File: src/rtl/mem_port_arbiter.sv
// mem_port_arbiter: shares one variable-latency memory port between
// fetch (I) and data (D) with toggle fairness and a watchdog abort.
module mem_port_arbiter #(
  parameter int AW      = 32,
  parameter int DW      = 32,
  parameter int TIMEOUT = 64
) (
  input  logic          clk,
  input  logic          rst,
  input  logic          ireq,
  input  logic [AW-1:0] iaddr,
  output logic [DW-1:0] irdata,
  output logic          iready,
  input  logic          dreq,
  input  logic          dwe,
  input  logic [AW-1:0] daddr,
  input  logic [DW-1:0] dwdata,
  output logic [DW-1:0] drdata,
  output logic          dready,
  output logic          mreq,
  output logic          mwe,
  output logic [AW-1:0] maddr,
  output logic [DW-1:0] mwdata,
  input  logic [DW-1:0] mrdata,
  input  logic          mready,
  output logic          err,
  output logic          busy
);

  localparam int TW = $clog2(TIMEOUT);

  typedef enum logic [1:0] {
    IDLE  = 2'd0,
    IBUSY = 2'd1,
    DBUSY = 2'd2
  } state_t;

  state_t          state_q, state_d;
  logic            last_d_q, last_d_d;
  logic [TW-1:0]   timer_q, timer_d;
  logic            mreq_q, mreq_d;
  logic            mwe_q, mwe_d;
  logic [AW-1:0]   maddr_q, maddr_d;
  logic [DW-1:0]   mwdata_q, mwdata_d;
  logic [DW-1:0]   irdata_q, irdata_d;
  logic [DW-1:0]   drdata_q, drdata_d;
  logic            iready_q, iready_d;
  logic            dready_q, dready_d;
  logic            err_q, err_d;
  logic            busy_q, busy_d;

  logic hold;
  logic take_d;
  logic take_i;
  logic timeout;
  logic done;

  // grant decision: no grant in a ready cycle, toggle on contention
  always_comb begin
    hold    = iready_q | dready_q;
    take_d  = !hold && dreq && (!ireq || !last_d_q);
    take_i  = !hold && ireq && !take_d;
    timeout = (timer_q == TW'(TIMEOUT - 1));
    done    = mready || timeout;
  end

  // state register
  always_ff @(posedge clk or negedge rst) begin
    if (!rst) state_q <= IDLE;
    else      state_q <= state_d;
  end

  // next-state logic
  always_comb begin
    state_d = state_q;
    unique case (state_q)
      IDLE: begin
        if (take_d)      state_d = DBUSY;
        else if (take_i) state_d = IBUSY;
      end
      IBUSY, DBUSY: begin
        if (done) state_d = IDLE;
      end
      default: state_d = IDLE;
    endcase
  end

  // output and datapath next values
  always_comb begin
    last_d_d = last_d_q;
    timer_d  = timer_q;
    mreq_d   = mreq_q;
    mwe_d    = mwe_q;
    maddr_d  = maddr_q;
    mwdata_d = mwdata_q;
    irdata_d = irdata_q;
    drdata_d = drdata_q;
    iready_d = 1'b0;
    dready_d = 1'b0;
    err_d    = 1'b0;
    unique case (state_q)
      IDLE: begin
        timer_d = '0;
        if (take_d) begin
          mreq_d   = 1'b1;
          mwe_d    = dwe;
          maddr_d  = daddr;
          mwdata_d = dwdata;
          last_d_d = 1'b1;
        end else if (take_i) begin
          mreq_d   = 1'b1;
          mwe_d    = 1'b0;
          maddr_d  = iaddr;
          last_d_d = 1'b0;
        end
      end
      IBUSY, DBUSY: begin
        if (done) begin
          mreq_d   = 1'b0;
          timer_d  = '0;
          iready_d = (state_q == IBUSY);
          dready_d = (state_q == DBUSY);
          err_d    = !mready;
          if (mready && state_q == IBUSY)
            irdata_d = mrdata;
          if (mready && state_q == DBUSY && !mwe_q)
            drdata_d = mrdata;
        end else begin
          timer_d = timer_q + TW'(1);
        end
      end
      default: begin
        mreq_d = 1'b0;
      end
    endcase
    busy_d = (state_d != IDLE);
  end

  // registered outputs and bookkeeping
  always_ff @(posedge clk or negedge rst) begin
    if (!rst) begin
      last_d_q <= 1'b0;
      timer_q  <= '0;
      mreq_q   <= 1'b0;
      mwe_q    <= 1'b0;
      maddr_q  <= '0;
      mwdata_q <= '0;
      irdata_q <= '0;
      drdata_q <= '0;
      iready_q <= 1'b0;
      dready_q <= 1'b0;
      err_q    <= 1'b0;
      busy_q   <= 1'b0;
    end else begin
      last_d_q <= last_d_d;
      timer_q  <= timer_d;
      mreq_q   <= mreq_d;
      mwe_q    <= mwe_d;
      maddr_q  <= maddr_d;
      mwdata_q <= mwdata_d;
      irdata_q <= irdata_d;
      drdata_q <= drdata_d;
      iready_q <= iready_d;
      dready_q <= dready_d;
      err_q    <= err_d;
      busy_q   <= busy_d;
    end
  end

  assign mreq   = mreq_q;
  assign mwe    = mwe_q;
  assign maddr  = maddr_q;
  assign mwdata = mwdata_q;
  assign irdata = irdata_q;
  assign drdata = drdata_q;
  assign iready = iready_q;
  assign dready = dready_q;
  assign err    = err_q;
  assign busy   = busy_q;

endmodule

File: config.mk
export PLATFORM = sky130hd
export DESIGN_NAME = mem_port_arbiter
export DESIGN_NICKNAME = d
export VERILOG_FILES = /design/src/rtl/mem_port_arbiter.sv
export SDC_FILE = /design/constraint.sdc
export NUM_CORES = 1
export LEC_CHECK = 0
export BUFFER_PORTS_ARGS = -buffer_cell sky130_fd_sc_hd__buf_2
export CORE_MARGIN = 2
export CORE_UTILIZATION = 47
export CTS_CLUSTER_DIAMETER = 100
export DETAILED_ROUTE_END_ITERATION = 10
export GPL_ROUTABILITY_DRIVEN = 0
export MAX_ROUTING_LAYER = met4
export PLACE_DENSITY_LB_ADDON = 0.12
export SETUP_SLACK_MARGIN = 0.02
export SYNTH_ARGS = -nofsm -noshare
export SYNTH_HDL_FRONTEND = slang
export SYNTH_SLANG_ARGS = --single-unit
File: constraint.sdc
create_clock -name clk -period 1.9 [get_ports clk]
set_input_delay 0.285 -clock clk [delete_from_list [all_inputs] [get_ports clk]]
set_output_delay 0.285 -clock clk [all_outputs]
set_load 0.02 [all_outputs]
; ---- Word level (Yosys, flattened, before mapping)
; Index checks and enable logic that the tools add are counted.
[classes]
div_mod_pow = 0
n_mux = 21
order_cmp = 0
reduce_logical = 25
eq_ne = 5
n_shift = 0
multipliers = 0
n_addsub = 1
n_bitwise = 1
[op_table]
columns = op, count
row1 = 32-bit 2-to-1 mux, 2
row2 = 1-bit 2-to-1 mux, 12
row3 = 6-bit one-hot mux with 2 select lines, 1
row4 = 1-bit logical AND, 7
row5 = 6-bit by 1-bit adder with 6-bit output (second input constant), 1
row6 = 6-bit == test (second input constant), 1
row7 = 1-bit zero test, 6
row8 = 2-bit 2-to-1 mux, 3
row9 = 6-bit 2-to-1 mux, 1
row10 = 2-bit AND reduction, 3
row11 = 3-bit AND reduction, 2
row12 = 2-bit nonzero test, 3
row13 = 2-bit one-hot mux with 2 select lines, 1
row14 = 3-bit != test (second input constant), 1
row15 = 2-bit by 1-bit == test with 1-bit output (second input constant), 1
row16 = 2-bit == test (second input constant), 1
row17 = 2-bit zero test, 1
row18 = 1-bit logical OR, 2
row19 = 2-bit != test (second input constant), 1
row20 = 1-bit one-hot mux with 2 select lines, 1
row21 = 2-bit OR reduction, 1
row22 = 1-bit bitwise OR, 1
[totals]
mem_count = 0
inputBits = 134
register_bits = 143
mem_bits_rw = 0
word_cells = 66
rom_bits = 0
output_inout_bits = 134
latch_bits = 0

; ---- Longest topological paths before layout
; Gate-level depths: netlist of the first run.
[logic_depth]
word_depth = 10
ltp_mapped = 7
mapped_depth_nobuf = 6

; ---- Worst setup path before layout of the first run
; OpenSTA, ideal clock, no wires.
[synth_timing]
kind = register -> register
start = register state_q[0]
end = register drdata_q[10], in the netlist drdata[10]
required_ps = 1775
n_path_buf = 1
period_less_slack_ps = 1649
t_arrival_ps = 1525
slack_ps = 251
path_stages_with_launch = 6
path_cell_list = dfrtp_1 -> inv_1 -> ha_1 -> nand4b_1 -> buf_2 -> mux2_2
[synth_via]
elab_chain_len = 4
elab_cells_between_ends = 6
cone_classes = eq/ne: 2 / reduce/logical: 4
[synth_lines]
columns = item, line_no
row1 = "start, declared", 38  ; state_t state_q, state_d;
row2 = "start signal, assigned", 70  ; else state_q <= state_d;
row3 = 2-bit == test, "101, 126"
row4 = 1-bit logical AND (2 in a row), 126  ; if (mready && state_q == DBUSY && !mwe_q)
row5 = 3-bit AND reduction (no source line) (*), --
row6 = "end signal, assigned", 162  ; drdata_q <= drdata_d;
row7 = "end, declared", 46  ; logic [DW-1:0] drdata_q, drdata_d;
; Every way passes the cells marked *; elsewhere a longest branch is shown, timed or not.
; A chain may end at the register's enable or synchronous reset.

; ---- Final worst setup path of the first run
[layout_timing]
start = register state_q[0]
end = register drdata_q[0], in the netlist drdata[0]
; Same word-level chain as after synthesis.

==> qor_table.md, run 1 <==
| Group | Item | This run |
|---|---|---|
| layout | Summed area of non-filler cells in the final layout | 8190 um2 |
| route | Antenna violation net count after detailed routing | 0 |
| clock network | Clock tree from TritonCTS | yes |
| sta | Fmax | 562 MHz |
| sta | Normalized max-slew margin | 65.3% |
| pwr | Peak supply drop | 1.03 mV |
| min path | Hold Path Origin | dwdata[21] |
| sta | Slew @ Worst Pin | 0.520 ns |
| clock network | CTS root buffer | sky130_fd_sc_hd__clkbuf_16 |
| worst setup path | R2r startpoint | state_q[0] |
| place | HPWL after detailed placement | 10.3 mm |
| synthesis | Syn. warnings | 0 |
| place | Worst slack at placement | 0.144 ns |
| sta | Worst setup margin | 0.119 ns |
| run status | Run status | completed |
| synthesis | Syn Nets | 563 |
| clock network | Clk buf depth | 2 |
| layout | Commonest cells after routing, fill and taps aside | sky130_fd_sc_hd__buf_2, sky130_fd_sc_hd__dfrtp_1, sky130_fd_sc_hd__mux2_2 |
| clock network | PostCTS Resize Cnt | 0 |
| sta | Slew Limit Fails | 0 |
| route | Total Wirelength | 13.5 mm |
| grt | Total congestion overflow after global routing | 0 |
| synthesis | Average cell area after synthesis | 13.9 um2 |
| layout | Final std cells w/o fill | 886 |
| grt | Number of global-route vias before repair | 4263 |
| place | Cell count after placement | 852 |
| layout | Fraction of final layout cells with drive strength greater than 1 | 57.5% |
| worst setup path | Worst Path Required | 2.19 ns |
| clock network | CTS Sinks | 143 |
| synthesis | Cells taking the most area after synthesis | sky130_fd_sc_hd__dfrtp_1, sky130_fd_sc_hd__mux2_2, sky130_fd_sc_hd__mux2_4, sky130_fd_sc_hd__mux2i_1, sky130_fd_sc_hd__o21ai_0 |
| layout | Post-synthesis to final-layout area growth | 38.7% |
| grt | Overall fraction of global-route tracks in use | 20.8% |
| place | DP Area | 7530 um2 |
| synthesis | Netlist cell types | 33 |
| clock network | Clock edge transition at the registers on the reported setup and hold paths | 0.06 ns |
| worst setup path | Critical path startpoint category | flop |
| pwr | P per Cell Area | 1890 nW/um2 |
| route | First-pass detailed-route iteration total | 4 |
| route | Final routed wire length divided by cell count | 15.2 um |
| flow run | Max_cap viols | 0 |
| sta | Min Hold Slack | 0.104 ns |
| min path | Tightest Hold Check Type | input port to flop |
| synthesis | Sequential share of the synthesized area | 60.6% |
| sta | Part of the cycle the worst path needs | 93.7% |
| worst setup path | Endpoint arrival time on the critical path | 2.07 ns |
| route | Number of remaining DRC errors | 0 |
| synthesis | Syn Inst Count | 424 |
| sta | Hold Fails Final Rpt | 0 |
| floorplanning | Placeable core region | 12200 um2 |
| sta | Time the worst path needs with I/O delays and setup | 1.78 ns |
| worst setup path | Kind of capture point of the worst setup path | flop |
| floorplanning | Die Y-Extent | 116 um |
| sta | RSZ-0062 raised after global routing | false |
| route | Vias per cell | 4.82 |
| clock network | Number of buffers inserted by post-CTS setup repair | 0 |
| place | Buffers added on ports | 267 |
| clock network | Clock buffer count from CTS | 17 |
| floorplanning | I/O pin total | 268 |
| clock network | Number of levels the H-tree was split into | 4 |
| sta | Layout Skew | 0.00684 ns |
| floorplanning | Chip Width | 116 um |
| sta | # setup viols final | 0 |
| synthesis | Netlist area before placement | 5910 um2 |
| grt | Initial antenna violation count | 1 |
| layout | Most common cell after layout, fill and taps aside | sky130_fd_sc_hd__buf_2 |
| grt | Global-route wire length before repair | 20.7 mm |
| pwr | Leakage power summed over all cells | 4.35 nW |
| floorplanning | Die Outline Area | 13500 um2 |
| sta | Final-layout setup total negative slack | 0 ns |
| clock network | Clock insertion delay at the later pin of the skew report | 0.41 ns |
| worst setup path | CP Class | flop to flop |
| floorplanning | Row Count | 40 |
| layout | Net count of the finished layout | 843 |
| floorplanning | Effective utilization at floorplan | 48.6% |
| route | 1st-iter DRT viols | 140 |
| grt | Pin count of the biggest net entering global routing | 55 |
| synthesis | Cell type with the largest total area after synthesis | sky130_fd_sc_hd__dfrtp_1 |
| synthesis | Area share of the largest cell type after synthesis | 60.6% |
| worst setup path | Maximum fanout encountered on the critical timing path | 20 |
| worst setup path | Crit path from | state_q[0] |
| synthesis | Post-synthesis sequential element count | 143 |
| route | Via count | 4273 |
path summary, 6_finish.rpt:
kind                       depth (start not counted)  slack (ns)          to
setup / recovery                                   5        0.12   drdata[0]
hold / removal                                     2        0.10  mwdata[21]
setup reg to reg                                   5        0.12   drdata[0]
hold reg to reg                                    2        0.47   maddr[20]
max in group asynchronous                          3        0.97  irdata[20]
min in group asynchronous                          2        0.33  irdata[24]
metrics by stage:
step                power [mW]  utilization, %
global route              16.3            67.4
detailed placement        12.0            61.9
finish                    15.5            67.4
CTS                       15.6            67.3
global placement          11.8            61.9
floorplan                 9.63               -
worst max-delay path, cell delays in order (launching register included):
cell and delay, ns:
sky130_fd_sc_hd__dfrtp_1 0.39, sky130_fd_sc_hd__inv_1 0.10, sky130_fd_sc_hd__ha_1 0.36, sky130_fd_sc_hd__nand4b_1 0.24, sky130_fd_sc_hd__buf_12 0.21, sky130_fd_sc_hd__mux2_2 0.35
what timing repair did:
action / CTS / global route
hold endpoints to repair: 26 / 0
hold buffers: 1 / 0
endpoints found under the setup margin: 0 / 0
report_power, final:
part / total [mW] / leakage [nW] / internal [mW] / switching (mW)
combinational: 6.61 / 2.27 / 2.85 / 3.76
sequential: 5.29 / 1.75 / 4.52 / 0.772
clock: 3.57 / 0.322 / 2.37 / 1.20
flip-flops by register name (all words and copies together), names as in the netlist, 2 cells and up:
signal / cells
timer_q: 6
mwdata: 32
irdata: 32
maddr: 32
drdata: 32
state_q: 2
metal layers:
| metal | track usage [%] | vias to the layer above | part of all wire, % |
|---|---|---|---|
| met2 | 33.7 | 173 | 50 |
| met5 | - | - | 0 |
| met4 | 8.49 | 0 | 2.1 |
| li1 | - | 2045 | - |
| met3 | 5.29 | 24 | 6.3 |
| met1 | 25.1 | 2031 | 41 |
Yosys cell counts:
library cell and number:
sky130_fd_sc_hd__a21oi_1 5, sky130_fd_sc_hd__a221o_1 1, sky130_fd_sc_hd__a31oi_1 1, sky130_fd_sc_hd__a32o_1 1, sky130_fd_sc_hd__and2_1 1, sky130_fd_sc_hd__and2_4 1
sky130_fd_sc_hd__and3_1 1, sky130_fd_sc_hd__buf_2 9, sky130_fd_sc_hd__buf_4 2, sky130_fd_sc_hd__buf_6 3, sky130_fd_sc_hd__clkbuf_1 6, sky130_fd_sc_hd__dfrtp_1 143
sky130_fd_sc_hd__ha_1 5, sky130_fd_sc_hd__inv_1 3, sky130_fd_sc_hd__mux2_2 67, sky130_fd_sc_hd__mux2_4 29, sky130_fd_sc_hd__mux2i_1 32, sky130_fd_sc_hd__nand2_1 48
sky130_fd_sc_hd__nand2_4 1, sky130_fd_sc_hd__nand2b_1 3, sky130_fd_sc_hd__nand3_1 1, sky130_fd_sc_hd__nand4b_1 2, sky130_fd_sc_hd__nor2_1 10, sky130_fd_sc_hd__nor3_1 2
sky130_fd_sc_hd__nor3b_1 1, sky130_fd_sc_hd__nor3b_4 1, sky130_fd_sc_hd__o211ai_1 2, sky130_fd_sc_hd__o21ai_0 38, sky130_fd_sc_hd__o21bai_1 1, sky130_fd_sc_hd__o22a_1 1
sky130_fd_sc_hd__or3b_1 1, sky130_fd_sc_hd__xnor2_1 1, sky130_fd_sc_hd__xor2_1 1
cells by family after synthesis:
| family | synth area share (%) |
|---|---|
| fa+ha+maj | 1.06 |
| simple gates | 5.70 |
| compound gates | 4.62 |
| mux | 25.6 |
| flops | 60.6 |
| buf+inv | 2.16 |
| xor+xnor | 0.297 |
cell type report:
cell class                 count  area [um2]
antenna                        1        2.50
clock buffer                  22         494
clock inverter                10         156
fill                         966        3970
inverter                       3        11.3
multi-input combinational    258        2200
sequential                   143        3580
tap                          168         210
timing repair buffer         281        1540
Power figures use the tool's default switching activity.
==> run 2, diff against run 1 <==
--- a/config.mk
+++ b/config.mk
@@ -11,8 +11,7 @@
 export CTS_CLUSTER_DIAMETER = 100
 export DETAILED_ROUTE_END_ITERATION = 10
 export GPL_ROUTABILITY_DRIVEN = 0
-export MAX_ROUTING_LAYER = met4
-export PLACE_DENSITY_LB_ADDON = 0.12
+export PLACE_DENSITY = 0.88
 export SETUP_SLACK_MARGIN = 0.02
 export SYNTH_ARGS = -nofsm -noshare
 export SYNTH_HDL_FRONTEND = slang
==> run 2 against run 1 <==
Against the previous run:
- design area is 1.0% lower
- sequential power about the same
- register-to-register slack gained 0.04 ns
- clock skew increased by 0.0010 ns
- combinational power shrank 1%
- flip-flop and latch count stayed put
- utilization down 0.69 points
- sequential share of layout area is 0.45 points higher
- total power shrank 1.1%
- clock power down 3%
- first-iteration DRC count up 21%
- largest cell class unchanged
- largest power group unchanged
==> qor_table.md, run 2 (synthesized netlist as in run 1, its figures left out) <==
| Group | Item | This run |
|---|---|---|
| sta | Fmax | 573 MHz |
| clock network | Clock tree from TritonCTS | yes |
| pwr | Switching Power | 5.75 mW |
| pwr | Switching fraction of total power | 37.6% |
| layout | Fraction of final layout cells with drive strength greater than 1 | 56.8% |
| pwr | Post-route total power | 15.3 mW |
| worst setup path | R2R Path End | drdata[23] |
| layout | Most common cell after layout, fill and taps aside | sky130_fd_sc_hd__buf_2 |
| clock network | Clk buf depth | 2 |
| grt | Pin count of the biggest net entering global routing | 54 |
| sta | Worst setup margin | 0.155 ns |
| flow run | Max_cap viols | 0 |
| route | Antenna violation net count after detailed routing | 0 |
| route | 1st-iter DRT viols | 170 |
| run status | Run status | completed |
| pwr | Cell internal power dissipation | 9.55 mW |
| grt | Overall fraction of global-route tracks in use | 20.9% |
| worst setup path | R2r startpoint | state_q[0] |
| min path | Tightest Hold Check Type | input port to flop |
| layout | Post-synthesis to final-layout area growth | 37.3% |
| clock network | Number of levels the H-tree was split into | 4 |
| route | Vias per cell | 4.94 |
| worst setup path | Maximum fanout encountered on the critical timing path | 32 |
| floorplanning | Row Count | 40 |
| pwr | Power share of the combinational group | 42.7% |
| clock network | Clock insertion delay at the later pin of the skew report | 0.41 ns |
| worst setup path | Flop2flop setup slack | 0.15 ns |
| min path | Hold path cells | 2 |
| sta | Normalized max-slew margin | 64.6% |
| sta | Min Hold Slack | 0.101 ns |
| worst setup path | Endpoint arrival time on the critical path | 2.03 ns |
| sta | Layout Skew | 0.00787 ns |
| pwr | Power share of the sequential group | 34.6% |
| worst setup path | Worst Path Required | 2.19 ns |
| min path | Endpoint of the worst hold-timing path | mwdata[21] |
| pwr | Peak supply drop | 0.940 mV |
| layout | Final std cells w/o fill | 881 |
| pwr | Portion of total power attributed to the clock network | 22.6% |
| place | HPWL after detailed placement | 10.2 mm |
| sta | Slew Limit Fails | 0 |
| floorplanning | Chip Width | 116 um |
| sta | RSZ-0062 raised after global routing | false |
| grt | Initial antenna violation count | 0 |
| floorplanning | Die Y-Extent | 116 um |
| floorplanning | Placeable core region | 12200 um2 |
| worst setup path | Critical path startpoint category | flop |
| pwr | Leakage power summed over all cells | 4.29 nW |
| clock network | Number of buffers inserted by post-CTS setup repair | 0 |
| route | Total Wirelength | 13.7 mm |
| grt | Total congestion overflow after global routing | 0 |
| sta | Time the worst path needs with I/O delays and setup | 1.75 ns |
| sta | Hold Fails Final Rpt | 0 |
| sta | Part of the cycle the worst path needs | 91.8% |
| clock network | Clock buffer count from CTS | 17 |
| worst setup path | CP Class | flop to flop |
| place | Buffers added on ports | 267 |
| sta | Final-layout setup total negative slack | 0 ns |
| route | Via count | 4352 |
| floorplanning | Effective utilization at floorplan | 48.6% |
| clock network | Clock edge transition at the registers on the reported setup and hold paths | 0.06 ns |
| layout | Net count of the finished layout | 839 |
| sta | Slew @ Worst Pin | 0.532 ns |
| min path | Hold Path Origin | dwdata[21] |
| worst setup path | Register-to-Register Path Depth | 5 |
| place | Worst slack at placement | 0.0990 ns |
| place | Cell count after placement | 848 |
| clock network | CTS Sinks | 143 |
| layout | Commonest cells after routing, fill and taps aside | sky130_fd_sc_hd__buf_2, sky130_fd_sc_hd__dfrtp_1, sky130_fd_sc_hd__mux2_2 |
| clock network | CTS root buffer | sky130_fd_sc_hd__clkbuf_16 |
| worst setup path | Kind of capture point of the worst setup path | flop |
| grt | Global-route wire length before repair | 21.3 mm |
| sta | # setup viols final | 0 |
| route | Number of remaining DRC errors | 0 |
| floorplanning | Die Outline Area | 13500 um2 |
| pwr | P per Cell Area | 1890 nW/um2 |
| layout | Final antenna diode count | 0 |
| route | Final routed wire length divided by cell count | 15.6 um |
| floorplanning | I/O pin total | 268 |
| grt | Number of global-route vias before repair | 4402 |
| route | First-pass detailed-route iteration total | 4 |
run 2: cell count changes in the layout (fill, tap and decap cells not counted):
cell,delta
sky130_fd_sc_hd__buf_12,-3
sky130_fd_sc_hd__clkbuf_1,+3
sky130_fd_sc_hd__clkbuf_8,-3
sky130_fd_sc_hd__buf_4,-2
sky130_fd_sc_hd__buf_6,+1
sky130_fd_sc_hd__clkinv_2,-1
sky130_fd_sc_hd__clkinv_4,+1
sky130_fd_sc_hd__diode_2,-1
sky130_fd_sc_hd__nand2_4,-1
sky130_fd_sc_hd__nand2_8,+1
run 2: final cells by class:
cell class	count	area (um2)
Clock buffer	22	464
Clock inverter	10	160
Fill cell	903	4050
Inverter	3	11.3
Multi-Input combinational cell	258	2210
Sequential cell	143	3580
Tap cell	168	210
Timing Repair Buffer	277	1470
run 2: critical path, cell delays in order, from the launching register on:
cell and delay (ns):
sky130_fd_sc_hd__dfrtp_1 0.39, sky130_fd_sc_hd__inv_1 0.10, sky130_fd_sc_hd__ha_1 0.36, sky130_fd_sc_hd__nand4b_1 0.17, sky130_fd_sc_hd__buf_12 0.22, sky130_fd_sc_hd__mux2_2 0.36
run 2: repair_timing:
| action | in CTS | in global routing |
|---|---|---|
| hold endpoints to repair | 25 | 0 |
| resized for setup | 0 | 2 |
| hold buffers | 1 | 0 |
| endpoints found under the setup margin | 0 | 2 |
run 2: worst max-delay path by stage:
stage               start          to  slack [ns]
3_3_place_gp   state_q[0]  mwdata[15]        0.18
5_1_grt        state_q[0]   maddr[19]        0.05
3_5_place_dp       dready  mwdata[20]         0.1
2_1_floorplan  state_q[0]  drdata[10]        0.25
4_1_cts            dready   mwdata[8]        0.08
6_report       state_q[0]  drdata[23]        0.15
run 2: per-layer routing:
layer | global-route usage (%) | vias to the layer above | part of all wire [%]
li1 | - | 2037 | -
met1 | 24.7 | 2099 | 40
met2 | 35.4 | 187 | 51
met3 | 6.49 | 29 | 7.0
met4 | 9.21 | 0 | 2.4
met5 | 0 | - | 0
run 2: power groups by stage:
stage,clock (mW),combinational [mW],sequential (mW)
floorplan,0,2.63,7.00
global placement,0,6.37,5.24
detailed placement,0,6.59,5.31
CTS,3.54,6.60,5.30
global route,3.69,7.06,5.47
finish,3.46,6.54,5.30
run 2: per-stage QoR:
step	util [%]	area, um2
2_1_floorplan	-	5910
3_3_place_gp	61.4	7460
3_5_place_dp	61.4	7460
4_1_cts	66.6	8100
5_1_grt	66.7	8110
6_report	66.7	8110
